==> config.mk <==
export PLATFORM = sky130hd
export DESIGN_NAME = instr_fetch_flat
export DESIGN_NICKNAME = d
export VERILOG_FILES = /design/src/rtl/instr_fetch_if.sv /design/src/rtl/instr_fetch.sv /design/src/flat_wrapper.sv
export SDC_FILE = /design/constraint.sdc
export NUM_CORES = 1
export LEC_CHECK = 0
export CAP_MARGIN = 20
export CORE_MARGIN = 8
export CORE_UTILIZATION = 50
export CTS_CLUSTER_DIAMETER = 80
export DETAILED_ROUTE_END_ITERATION = 6
export GPL_TIMING_DRIVEN = 0
export PLACE_DENSITY = 0.75
export SLEW_MARGIN = 30
export SYNTH_ARGS = -nofsm -noshare
export SYNTH_HDL_FRONTEND = slang
export SYNTH_SLANG_ARGS = --single-unit
==> constraint.sdc <==
create_clock -name clk -period 3.9 [get_ports clk]
set_clock_uncertainty 0.2 [all_clocks]
set_input_delay 0.78 -clock clk [delete_from_list [all_inputs] [get_ports clk]]
set_output_delay 0.78 -clock clk [all_outputs]
set_load 0.02 [all_outputs]
==> src/rtl/instr_fetch_if.sv <==
// Fetch-unit bus: redirect input, instruction-memory request port and decode-side instruction port.
// Handshakes: mem_req/mem_addr hold until mem_ack; an instruction transfers when ins_valid & ins_ready.
interface instr_fetch_if #(
  parameter int AW = 8,
  parameter int DW = 16
);
  logic          redirect_valid;
  logic [AW-1:0] redirect_pc;
  logic          mem_req;
  logic [AW-1:0] mem_addr;
  logic          mem_ack;
  logic [DW-1:0] mem_rdata;
  logic          ins_valid;
  logic [DW-1:0] ins_data;
  logic [AW-1:0] ins_pc;
  logic          ins_ready;

  modport master (
    input  redirect_valid, redirect_pc, mem_ack, mem_rdata, ins_ready,
    output mem_req, mem_addr, ins_valid, ins_data, ins_pc
  );

  modport slave (
    output redirect_valid, redirect_pc, mem_ack, mem_rdata, ins_ready,
    input  mem_req, mem_addr, ins_valid, ins_data, ins_pc
  );
endinterface

==> src/rtl/instr_fetch.sv <==
// Instruction fetch: single-outstanding sequential memory reads into a small prefetch FIFO,
// with redirect flushing the FIFO and dropping any response that is still in flight.
module instr_fetch #(
  parameter int            AW       = 8,
  parameter int            DW       = 16,
  parameter int            DEPTH    = 2,
  parameter logic [AW-1:0] RESET_PC = '0
) (
  input  logic          clk,
  input  logic          reset,
  instr_fetch_if.master bus,
  output logic [1:0]    state_o
);
  localparam int PW = (DEPTH > 1) ? $clog2(DEPTH) : 1;
  localparam int CW = PW + 1;

  typedef enum logic [1:0] {IDLE = 2'd0, REQ = 2'd1, DISCARD = 2'd2} state_t;

  state_t        state_q;
  logic [AW-1:0] fetch_pc_q;
  logic [AW-1:0] mem_addr_q;
  logic          mem_req_q;
  logic [DW-1:0] data_q [DEPTH];
  logic [AW-1:0] pc_q   [DEPTH];
  logic [PW-1:0] rd_ptr_q, wr_ptr_q;
  logic [CW-1:0] count_q;

  logic          head_valid;
  logic          redirect;
  logic          push;
  logic          pop;
  logic [CW-1:0] occ_d;
  logic          has_space;
  logic [AW-1:0] next_seq;

  assign head_valid = (count_q != '0);
  assign redirect   = bus.redirect_valid;
  // Redirect wins over both ends of the FIFO: the returning word and any pop are ignored.
  assign push       = (state_q == REQ) && bus.mem_ack && !redirect;
  assign pop        = head_valid && bus.ins_ready && !redirect;
  assign occ_d      = count_q + CW'(push) - CW'(pop);
  assign has_space  = (occ_d < CW'(DEPTH));
  assign next_seq   = mem_addr_q + 1'b1;

  always_ff @(posedge clk) begin
    if (reset) begin
      state_q    <= IDLE;
      fetch_pc_q <= RESET_PC;
      mem_req_q  <= 1'b0;
      mem_addr_q <= '0;
      rd_ptr_q   <= '0;
      wr_ptr_q   <= '0;
      count_q    <= '0;
      for (int i = 0; i < DEPTH; i++) begin
        data_q[i] <= '0;
        pc_q[i]   <= '0;
      end
    end else begin
      if (redirect) begin
        rd_ptr_q <= '0;
        wr_ptr_q <= '0;
        count_q  <= '0;
      end else begin
        if (push) begin
          data_q[wr_ptr_q] <= bus.mem_rdata;
          pc_q[wr_ptr_q]   <= mem_addr_q;
          wr_ptr_q         <= wr_ptr_q + 1'b1;
        end
        if (pop) rd_ptr_q <= rd_ptr_q + 1'b1;
        count_q <= occ_d;
      end

      case (state_q)
        IDLE: begin
          if (redirect) begin
            fetch_pc_q <= bus.redirect_pc;
            mem_addr_q <= bus.redirect_pc;
            mem_req_q  <= 1'b1;
            state_q    <= REQ;
          end else if (has_space) begin
            mem_addr_q <= fetch_pc_q;
            mem_req_q  <= 1'b1;
            state_q    <= REQ;
          end
        end
        REQ: begin
          if (redirect) begin
            fetch_pc_q <= bus.redirect_pc;
            // Without an ack the request cannot be withdrawn, so its response must be dropped later.
            if (bus.mem_ack) mem_addr_q <= bus.redirect_pc;
            else             state_q    <= DISCARD;
          end else if (bus.mem_ack) begin
            fetch_pc_q <= next_seq;
            if (has_space) begin
              mem_addr_q <= next_seq;
            end else begin
              mem_req_q <= 1'b0;
              state_q   <= IDLE;
            end
          end
        end
        DISCARD: begin
          if (redirect) fetch_pc_q <= bus.redirect_pc;
          if (bus.mem_ack) begin
            mem_addr_q <= redirect ? bus.redirect_pc : fetch_pc_q;
            state_q    <= REQ;
          end
        end
        default: begin
          mem_req_q <= 1'b0;
          state_q   <= IDLE;
        end
      endcase
    end
  end

  assign bus.mem_req   = mem_req_q;
  assign bus.mem_addr  = mem_addr_q;
  assign bus.ins_valid = head_valid;
  assign bus.ins_data  = data_q[rd_ptr_q];
  assign bus.ins_pc    = pc_q[rd_ptr_q];
  assign state_o       = state_q;
endmodule

==> src/flat_wrapper.sv <==
// flat-port wrapper written by rule: the top's interface ports become plain ports
module instr_fetch_flat 
#(
  parameter int            AW       = 8,
  parameter int            DW       = 16,
  parameter int            DEPTH    = 2,
  parameter logic [AW-1:0] RESET_PC = '0
)
  (clk, reset, state_o, bus_redirect_valid, bus_redirect_pc, bus_mem_ack, bus_mem_rdata, bus_ins_ready, bus_mem_req, bus_mem_addr, bus_ins_valid, bus_ins_data, bus_ins_pc);
  instr_fetch_if #(.AW(AW), .DW(DW)) bus_i ();
  input  logic clk;
  input  logic reset;
  output logic [1:0] state_o;
  input wire logic [$bits(bus_i.redirect_valid)-1:0] bus_redirect_valid;
  input wire logic [$bits(bus_i.redirect_pc)-1:0] bus_redirect_pc;
  input wire logic [$bits(bus_i.mem_ack)-1:0] bus_mem_ack;
  input wire logic [$bits(bus_i.mem_rdata)-1:0] bus_mem_rdata;
  input wire logic [$bits(bus_i.ins_ready)-1:0] bus_ins_ready;
  output wire logic [$bits(bus_i.mem_req)-1:0] bus_mem_req;
  output wire logic [$bits(bus_i.mem_addr)-1:0] bus_mem_addr;
  output wire logic [$bits(bus_i.ins_valid)-1:0] bus_ins_valid;
  output wire logic [$bits(bus_i.ins_data)-1:0] bus_ins_data;
  output wire logic [$bits(bus_i.ins_pc)-1:0] bus_ins_pc;
  assign bus_i.redirect_valid = bus_redirect_valid;
  assign bus_i.redirect_pc = bus_redirect_pc;
  assign bus_i.mem_ack = bus_mem_ack;
  assign bus_i.mem_rdata = bus_mem_rdata;
  assign bus_i.ins_ready = bus_ins_ready;
  assign bus_mem_req = bus_i.mem_req;
  assign bus_mem_addr = bus_i.mem_addr;
  assign bus_ins_valid = bus_i.ins_valid;
  assign bus_ins_data = bus_i.ins_data;
  assign bus_ins_pc = bus_i.ins_pc;
  instr_fetch #(.AW(AW), .DW(DW), .DEPTH(DEPTH), .RESET_PC(RESET_PC)) u_core (.clk(clk), .reset(reset), .bus(bus_i), .state_o(state_o));
endmodule
==> impl_metrics.toml <==
[drt]
drt-pass1-iter-count = 5
drt_wl_total_um = 8293
via_count = 2713
drc = 0
viasPerCell = 5.525
drt_iter0_markers = 118
post_drt_wl_per_cell_um = 16.89
ant_nets = 0

[grt]
grt_max_degree = 25
grt-ovfl-total = 0
antenna_found_initial = 0
grt_usage_pct = 17.12
grt_pass1_vias = 2805
grt_pass1_wl_um = 13700

[finish]
n_fill_cell = 554
mostFrequentLayoutCell = "clkdlybuf4s50_1"
drive_gt1_share_pct = 15.19
final_cell_mix = "clkdlybuf4s50_1 (64), edfxtp_1 (48), and2_1 (46)"
finalNonFillerCells = 491
antenna_cells = 0
multi_input_area_um2 = 1496
stdcell_area_um2 = 4567
nets = 422
syn_to_final_growth_pct = 29.07
seqCellArea_um2 = 1922

[floorplan]
die_w_um = 100.1
initial_core_util_pct = 51.79
dieHeight_um = 100.1
placementRows = 30
core-area_um2 = 6832
io_pins = 65
dieArea_um2 = 10030

[critical_path]
endpoint_kind = "register"
rr_startpoint = "u_core.state_o[0]"
crit_buf_inv = 4
crit_end = "u_core.bus.mem_addr[7]"
critPathMaxStageDelay_ns = 0.49
path_class = "in -> reg"
critPathLaunch = "bus_redirect_valid"
r2r_setup_slack_ns = 1.01
critPathTopFamily = "buffers and inverters"
critPathRequiredTime_ns = 3.94
crit_chain = "clkdlybuf4s50_1 -> buf_2 -> buf_2 -> nor2_1 -> ha_1 -> inv_1 -> ha_1 -> xnor3_1 -> o221ai_1 -> nand2_1 -> a32o_1"
critical_path_depth = 11
r2r_cells = 8
crit_slowest_cell = "clkdlybuf4s50_1"
r2r-end = "u_core.bus.mem_addr[7]"
critPathArrivalTime_ns = 3.67
cp-start-kind = "primary input"
critPathMaxFanout = 19

[clocking]
ctsHoldBuffers = 0
cts.path.max_buffers = 2
clkTransAtPathRegs_ns = 0.08
cts_buffers = 9
htree_levels = 3
cts_tree = "yes"
root_buffer = "clkbuf_8"
worstSkewPairLatency_ns = 0.34
clock_sinks = 72
post-cts-setup-buffers = 0
cts_resized = 0

[sta]
slew_headroom_pct = 59.34
setup_viol = 0
layout_min_cycle_time_ns = 3.631
drv_slew = 0
fin_tns_setup_ns = 0
max_freq_ghz = 0.2754
final_hold_viol_count = 0
grt_setup_unrepaired = "false"
period_share_pct = 93.10
tightestPinTransition_ns = 0.6078
finalWorstSetupSlack_ns = 0.2690

[pwr]
cellLeakagePower_uw = 0.001706
ir_drop_v = 0.0001998
power.density_nw_per_um2 = 410.9
finalPower_uw = 1876

[synth]
syn-num-nets = 347
syn_avg_cell_area_um2 = 11.23
yosysSeqAreaShare_pct = 54.31
synth_cells = 315
ys_types = 50
synth_edf_count = 48
synth_top_flop_cell = "edfxtp_1"
async_reset_ff_share_pct = 0
synth_area_um2 = 3538
ys_warn_count = 0
synth-seq-cells = 72

[placement]
place_area_um2 = 4328
io_buffers = 64
pre_cts_ws_ns = -0.3692
gp_congestion = 0.9561
place_inst = 476
hpwl_um = 5740

[outcome]
status = "completed"

[worst_hold_path]
worstHoldPathType = "reg -> reg"

[job]
maxCapViolCount = 0
[cells in the mapped netlist, types with 3 or more instances]
cell | n | share of area [%]
o31ai_1 | 3 | 0.64
nor3_1 | 11 | 1.6
a21oi_1 | 9 | 1.3
a311o_1 | 4 | 1.1
buf_2 | 5 | 0.71
a32o_1 | 3 | 0.85
nor2_1 | 14 | 1.5
mux2_2 | 26 | 8.3
inv_1 | 13 | 1.4
nor2b_1 | 4 | 0.71
nand2_1 | 15 | 1.6
and2_1 | 46 | 8.1
o221a_2 | 4 | 1.3
edfxtp_1 | 48 | 41
nand3_1 | 9 | 1.3
mux2i_1 | 3 | 0.85
nand2b_1 | 4 | 0.71
ha_1 | 3 | 1.1
o21ai_0 | 13 | 1.8
o21a_1 | 3 | 0.64
o221ai_1 | 4 | 0.99
dfxtp_1 | 24 | 14
clkbuf_1 | 12 | 1.3
a311oi_1 | 3 | 0.74
[tightest hold or removal path, cell delays in order, from the launching register on]
cell and delay [ns]:
dfxtp_1 0.32, nand3_1 0.06, o31ai_1 0.06
[per-layer routing]
layer / global-route usage (%) / share of wire (%) / up-vias / wire [um]
li1: - / - / 1297 / -
met1: 21.62 / 44 / 1287 / 3667
met2: 27.74 / 47 / 111 / 3883
met3: 3.875 / 7.0 / 18 / 581
met4: 6.628 / 1.9 / 0 / 160
met5: 0 / 0 / - / 0
[layout make-up]
| cell class | instances | area share (%) |
|---|---|---|
| Multi-Input combinational cell | 210 | 32.77 |
| Clock inverter | 6 | 2.521 |
| Clock buffer | 10 | 2.795 |
| Tap cell | 96 | 2.630 |
| Buffer | 19 | 1.781 |
| Sequential cell | 72 | 42.08 |
| Timing Repair Buffer | 65 | 14.36 |
| Inverter | 13 | 1.068 |
[state kept, by name, indices dropped and copies added (netlist names), named ones only]
signal               cells
u_core.fetch_pc_q        8
u_core.state_o           2
u_core.wr_ptr_q          1
u_core.rd_ptr_q          1
u_core.data_q           32
u_core.count_q           2
u_core.bus.mem_addr      8
u_core.bus.mem_req       1
u_core.pc_q             16
[logic make-up after synthesis]
group	synth area share, %
flops	54.31
xor+xnor	1.379
mux	9.123
buf+inv	3.784
fa+ha+maj	1.061
compound gates	11.49
simple gates	18.85
[metrics by stage]
stage | util (%) | hold slack (ns)
2_1_floorplan | - | 0.2452
3_3_place_gp | 62.93 | 0.2569
3_5_place_dp | 63.35 | 0.2682
4_1_cts | 66.85 | 0.2795
5_1_grt | 66.85 | 0.3076
6_report | 66.85 | 0.2759
[how the worst min path moves through the flow]
stage | start | endpoint | slack, ns | cells after the start
3_3_place_gp | u_core.fetch_pc_q[2] | u_core.fetch_pc_q[2] | 0.26 | 2
3_5_place_dp | u_core.fetch_pc_q[2] | u_core.fetch_pc_q[2] | 0.27 | 2
6_report | u_core.fetch_pc_q[2] | u_core.fetch_pc_q[2] | 0.28 | 2
4_1_cts | u_core.fetch_pc_q[2] | u_core.fetch_pc_q[2] | 0.28 | 2
5_1_grt | u_core.fetch_pc_q[2] | u_core.fetch_pc_q[2] | 0.31 | 2
2_1_floorplan | u_core.fetch_pc_q[2] | u_core.fetch_pc_q[2] | 0.25 | 2
[where the power goes]
group	leakage [uW]	switching [uW]	total (uW)	internal, uW
clock	0.000117	292	722	430
combinational	0.000892	141	270	129
sequential	0.000696	30.0	884	854
total	0.00171	463	1880	1410
Note: power is estimated with default switching activity, not from simulation.
